### config.mk
export PLATFORM = sky130hd
export DESIGN_NAME = tile_sched
export DESIGN_NICKNAME = d
export VERILOG_FILES = /design/src/rtl/tile_sched.sv
export SDC_FILE = /design/constraint.sdc
export NUM_CORES = 1
export LEC_CHECK = 0
export CELL_PAD_IN_SITES_DETAIL_PLACEMENT = 0
export CELL_PAD_IN_SITES_GLOBAL_PLACEMENT = 1
export CORE_MARGIN = 1
export CORE_UTILIZATION = 46
export CTS_BUF_LIST = sky130_fd_sc_hd__clkbuf_8
export CTS_CLUSTER_SIZE = 24
export DETAILED_ROUTE_END_ITERATION = 7
export DONT_BUFFER_PORTS = 1
export PLACE_DENSITY_LB_ADDON = 0.12
export RECOVER_POWER = 50
export SYNTH_ARGS = -nofsm -noshare
export SYNTH_HDL_FRONTEND = slang
export SYNTH_SLANG_ARGS = --single-unit
### constraint.sdc
create_clock -name clk -period 4.8 [get_ports clk]
set_clock_uncertainty 0.15 [all_clocks]
set_input_delay 0.96 -clock clk [delete_from_list [all_inputs] [get_ports clk]]
set_output_delay 0.96 -clock clk [all_outputs]
set_load 0.01 [all_outputs]
### src/rtl/tile_sched.sv
// Weight-tile job sequencer for the 32x32 core: per tile it runs a weight load, a settle gap,
// an activation stream and a pipeline drain, alternating the weight bank pair on each tile.
module tile_sched #(
   parameter int GAP_CYC   = 4,
   parameter int DRAIN_CYC = 72
) (
   input  logic        clk,
   input  logic        rst_n,
   input  logic        start,
   input  logic [7:0]  cfg_tiles,
   input  logic [11:0] cfg_act_len,
   input  logic [14:0] cfg_w_base,
   input  logic [14:0] cfg_a_base,
   output logic        w_ren_a,
   output logic        w_ren_b,
   output logic [14:0] w_raddr,
   output logic        act_ren,
   output logic [14:0] act_raddr,
   output logic        start_calc,
   output logic        busy,
   output logic        done,
   output logic [7:0]  tile_idx
);

   typedef enum logic [2:0] {IDLE, WLOAD, WGAP, ACT, DRAIN, DONE} state_t;

   localparam logic [6:0] GAP_LAST   = 7'(GAP_CYC - 1);
   localparam logic [6:0] DRAIN_LAST = 7'(DRAIN_CYC - 1);

   state_t      state, state_n;
   logic [4:0]  row, row_n;
   logic [11:0] act_cnt, act_cnt_n;
   logic [6:0]  wait_cnt, wait_cnt_n;
   logic [7:0]  tile, tile_n;

   logic [7:0]  tiles_q;
   logic [11:0] act_len_q;
   logic [14:0] w_base_q, a_base_q;

   logic        accept;
   logic [14:0] w_base_n;
   logic [14:0] w_raddr_n, act_raddr_n;
   logic        w_en_n, act_en_n;

   assign accept = (state == IDLE) && start;

   always_comb begin
      state_n    = state;
      row_n      = row;
      act_cnt_n  = act_cnt;
      wait_cnt_n = wait_cnt;
      tile_n     = tile;
      case (state)
         IDLE: if (start) begin
            tile_n  = 8'd0;
            row_n   = 5'd0;
            state_n = (cfg_tiles != 8'd0) ? WLOAD : DONE;
         end
         WLOAD: if (row == 5'd31) begin
            state_n    = WGAP;
            wait_cnt_n = 7'd0;
         end else begin
            row_n = row + 5'd1;
         end
         WGAP: if (wait_cnt == GAP_LAST) begin
            wait_cnt_n = 7'd0;
            act_cnt_n  = 12'd0;
            state_n    = (act_len_q == 12'd0) ? DRAIN : ACT;
         end else begin
            wait_cnt_n = wait_cnt + 7'd1;
         end
         ACT: if (act_cnt == act_len_q - 12'd1) begin
            state_n    = DRAIN;
            wait_cnt_n = 7'd0;
         end else begin
            act_cnt_n = act_cnt + 12'd1;
         end
         DRAIN: if (wait_cnt == DRAIN_LAST) begin
            if ({1'b0, tile} + 9'd1 < {1'b0, tiles_q}) begin
               tile_n  = tile + 8'd1;
               row_n   = 5'd0;
               state_n = WLOAD;
            end else begin
               state_n = DONE;
            end
         end else begin
            wait_cnt_n = wait_cnt + 7'd1;
         end
         DONE:    state_n = IDLE;
         default: state_n = IDLE;
      endcase
   end

   // Outputs are registered from next-state values so each enable lines up with its own phase cycle.
   assign w_base_n    = accept ? cfg_w_base : w_base_q;
   assign w_en_n      = (state_n == WLOAD);
   assign act_en_n    = (state_n == ACT);
   assign w_raddr_n   = w_base_n + 15'({tile_n, 5'b0}) + 15'(row_n);
   assign act_raddr_n = a_base_q + 15'(act_cnt_n);

   always_ff @(posedge clk or negedge rst_n) begin
      if (!rst_n) begin
         state      <= IDLE;
         row        <= 5'd0;
         act_cnt    <= 12'd0;
         wait_cnt   <= 7'd0;
         tile       <= 8'd0;
         tiles_q    <= 8'd0;
         act_len_q  <= 12'd0;
         w_base_q   <= 15'd0;
         a_base_q   <= 15'd0;
         w_ren_a    <= 1'b0;
         w_ren_b    <= 1'b0;
         w_raddr    <= 15'd0;
         act_ren    <= 1'b0;
         act_raddr  <= 15'd0;
         start_calc <= 1'b0;
         busy       <= 1'b0;
         done       <= 1'b0;
      end else begin
         state    <= state_n;
         row      <= row_n;
         act_cnt  <= act_cnt_n;
         wait_cnt <= wait_cnt_n;
         tile     <= tile_n;
         if (accept) begin
            tiles_q   <= cfg_tiles;
            act_len_q <= cfg_act_len;
            w_base_q  <= cfg_w_base;
            a_base_q  <= cfg_a_base;
         end
         w_ren_a    <= w_en_n & ~tile_n[0];
         w_ren_b    <= w_en_n & tile_n[0];
         w_raddr    <= w_en_n ? w_raddr_n : 15'd0;
         act_ren    <= act_en_n;
         act_raddr  <= act_en_n ? act_raddr_n : 15'd0;
         start_calc <= act_en_n && (act_cnt_n == 12'd0) && (tile_n == 8'd0);
         busy       <= (state_n != IDLE);
         done       <= (state_n == DONE);
      end
   end

   assign tile_idx = tile;

endmodule

==> results.json <==
{
  "dp_hpwl_um": 13300,
  "critical_path.endpoint": "w_raddr[14]",
  "diodes": 0,
  "fin_crit_sh_pct": 94.85,
  "gp_congestion": 0.8909,
  "drv_cap": 0,
  "hold_class": "in2async",
  "synthArstFlopShare_pct": 100.0,
  "numCtsBuffers": 17,
  "nFillCells": 1355,
  "port_buffers": 0,
  "worstPathCellList": "ha_1 -> nand3_1 -> inv_1 -> nand3_1 -> xnor2_1 -> ha_1 -> a21oi_2 -> o21ai_1 -> nor4_4 -> nand2_1 -> buf_4 -> o41ai_2 -> nand2b_2 -> ha_4 -> inv_1 -> o21bai_1 -> a21oi_1 -> nand2_1 -> a21oi_1 -> nor2_1 -> a31oi_2 -> xnor2_1 -> and2_1",
  "reg2reg_depth": 23,
  "cts_sinks": 121,
  "routed_via_density": 5.836,
  "synthDistinctLibCells": 81,
  "drt-pass1-iter-count": 5,
  "layout-drive-gt1-share_pct": 22.96,
  "drt_iter0_drc": 271,
  "wl_um": 18270,
  "worstReg2RegEnd": "w_raddr[14]",
  "drc": 0,
  "power_density_nw_per_um2": 550.2,
  "layout_min_cycle_time_ns": 4.553,
  "yosysTopAreaCell": "dfrtp_1",
  "fp.dieW_um": 126.5,
  "max_slew.worst_pin.slew_ns": 0.7669,
  "overflow": 0,
  "crit_fanout": 6,
  "syn_to_final_growth_pct": 16.72,
  "synth-edff-count": 0,
  "yosys_warnings": 0,
  "endpoint_kind": "flop",
  "ios": 97,
  "synth_area_leaders": "dfrtp_1 (42%), ha_1 (6.3%), mux2_2 (5.8%)",
  "reg2reg_slack_ns": 0.25,
  "r2r_start": "tile_idx[1]",
  "tns_ns": 0,
  "start_util_pct": 47.08,
  "setup_viol": 0,
  "dp_cells": 946,
  "vias": 5748,
  "syn_nets": 817,
  "finalHoldViolCount": 0,
  "die_area_um2": 16000,
  "htree_levels": 4,
  "clock_path_buffers": 2,
  "yosysSeqAreaShare_pct": 42.46,
  "worstSkewPairLatency_ns": 0.46,
  "grt_pass1_vias": 5857,
  "tritoncts": "built",
  "crit_arrival_ns": 4.75,
  "multi_input_area_um2": 3958,
  "die_y_um": 126.5,
  "status": "finished clean",
  "slew_violations": 0,
  "ys_seq_elements": 121,
  "slew_headroom_pct": 48.16,
  "crit_start": "tile_idx[1]",
  "clkTransAtPathRegs_ns": 0.08,
  "num_rows": 45,
  "yosysTopAreaCellShare_pct": 42.46,
  "grt_start_max_net_pins": 122,
  "core_region_area_um2": 15150,
  "post_drt_wl_per_cell_um": 18.55,
  "ir_worst_vdd_mv": 0.2407,
  "syn_inst": 726,
  "critical_path_class": "reg2reg",
  "grt_pass1_wl_um": 29410,
  "cp-start-kind": "flop",
  "fmax_ghz": 0.2196,
  "postRouteAntennaNets": 0,
  "max_stage_delay_ns": 0.38,
  "grtUsageTotal_pct": 23.68,
  "regArea_um2": 3028,
  "avgSynthCellArea_um2": 9.822,
  "stdcell_count": 985,
  "yosysMostFrequentCell": "dfrtp_1",
  "layout.nets": 875,
  "syn_area_um2": 7131,
  "cp.required_ns": 5.00,
  "holdBufCountCts": 0,
  "antenna_found_initial": 0,
  "synth.top_cells.by_count": "dfrtp_1 (121), nand2_1 (61), nor2_1 (50)",
  "synth_flop_cell": "dfrtp_1",
  "ctsRootBufferMaster": "clkbuf_8",
  "cellLeakagePower_nw": 3.750,
  "cp_slowest_cell": "dfrtp_1"
}
how the worst min path moves through the flow:
stage / to / slack (ns) / from / cells after the start
global placement: wait_cnt[0] / 0.33 / wait_cnt[0] / 1
global route: a_base_q[13] / 0.01 / rst_n / 0
detailed placement: w_base_q[9] / 0.34 / w_base_q[9] / 1
finish: act_raddr[2] / 0.04 / rst_n / 0
CTS: wait_cnt[5] / 0.02 / rst_n / 0
floorplan: wait_cnt[0] / 0.32 / wait_cnt[0] / 1
routing by layer:
| layer | up-vias | part of all wire, % | global-route usage [%] |
|---|---|---|---|
| met5 | - | 0 | 0 |
| met4 | 0 | 2.7 | 10.35 |
| met2 | 145 | 50 | 40.88 |
| met3 | 40 | 4.2 | 5.609 |
| li1 | 2746 | - | - |
| met1 | 2817 | 43 | 28.15 |
state kept, by name (all words and copies together), names as in the netlist:
register,cells
a_base_q,15
act_cnt,12
act_len_q,12
act_raddr,15
act_ren,1
busy,1
done,1
row,5
start_calc,1
state,3
tile_idx,8
tiles_q,8
w_base_q,15
w_raddr,15
w_ren_a,1
w_ren_b,1
wait_cnt,7
through the flow:
| stage | utilization [%] | area [um^2] | total power, mW | setup WS, ns | hold WS [ns] |
|---|---|---|---|---|---|
| finish | 54.95 | 8323 | 4.579 | 0.2471 | 0.04447 |
| global route | 54.95 | 8323 | 4.895 | -0.01888 | 0.009909 |
| CTS | 54.05 | 8187 | 4.560 | 0.003420 | 0.02032 |
| detailed placement | 50.89 | 7707 | 3.446 | -0.05406 | 0.3414 |
| global placement | 50.89 | 7707 | 3.397 | 0.08205 | 0.3317 |
| floorplan | - | 7131 | 2.891 | 0.1079 | 0.3216 |
power by group:
part,switching (mW),internal (mW),total (mW)
registers,0.257,1.35,1.61
logic,0.998,0.886,1.88
clock network,0.452,0.635,1.09
total,1.71,2.87,4.58
layout by cell type, fill, tap and decap left out, drive strengths merged, types with 3 or more instances in the layout:
master	instances
nor3	17
and2	8
buf	65
mux2i	9
a211oi	6
xnor2	20
a22o	3
a41oi	3
nand3	23
or2	5
nand4	17
a21o	11
a21boi	3
and4	3
nand2b	13
or4	3
dfrtp	121
inv	38
ha	36
clkbuf	18
nor3b	5
xor2	19
clkinv	5
bufinv	5
nor2	50
a21oi	32
o31ai	10
or3	5
o211ai	8
nor2b	10
and3	12
mux2	38
a211o	3
nand2	61
nor4	11
a31oi	5
o21ai	50
a31o	5
o311ai	6
cells by family (layout without fill, tap and decap cells):
group	after synthesis	count (layout)	synth area share (%)
buffers and inverters	63	133	3.580
AND/OR/NAND/NOR	252	252	18.71
flip-flops	121	121	42.46
XOR/XNOR	39	39	4.896
adder cells (fa/ha/maj)	39	39	7.019
multiplexers	47	47	7.264
AO/OA/AOI/OAI	165	166	16.07
critical path, delay by kind of cell (launching register included):
family | cells | cell delay (ns)
flip-flops | 1 | 0.38
adder cells (fa/ha/maj) | 3 | 0.76
AO/OA/AOI/OAI | 7 | 1.26
buffers and inverters | 3 | 0.35
AND/OR/NAND/NOR | 8 | 1.29
XOR/XNOR | 2 | 0.24
what timing repair did:
action | in CTS | in global routing
cloned | 0 | 1
setup buffers | 0 | 6
resized for setup | 2 | 28
pin swaps | 1 | 12
endpoints found under the setup margin | 2 | 13
hold endpoints to repair | 0 | 0
layout make-up:
cell class / count / area share [%]
Multi-Input combinational cell: 543 / 47.55
Sequential cell: 121 / 36.38
Timing Repair Buffer: 65 / 6.013
Clock buffer: 18 / 2.977
Tap cell: 188 / 2.826
Clock inverter: 14 / 2.631
Inverter: 36 / 1.624
(Power assumes the default switching activity.)
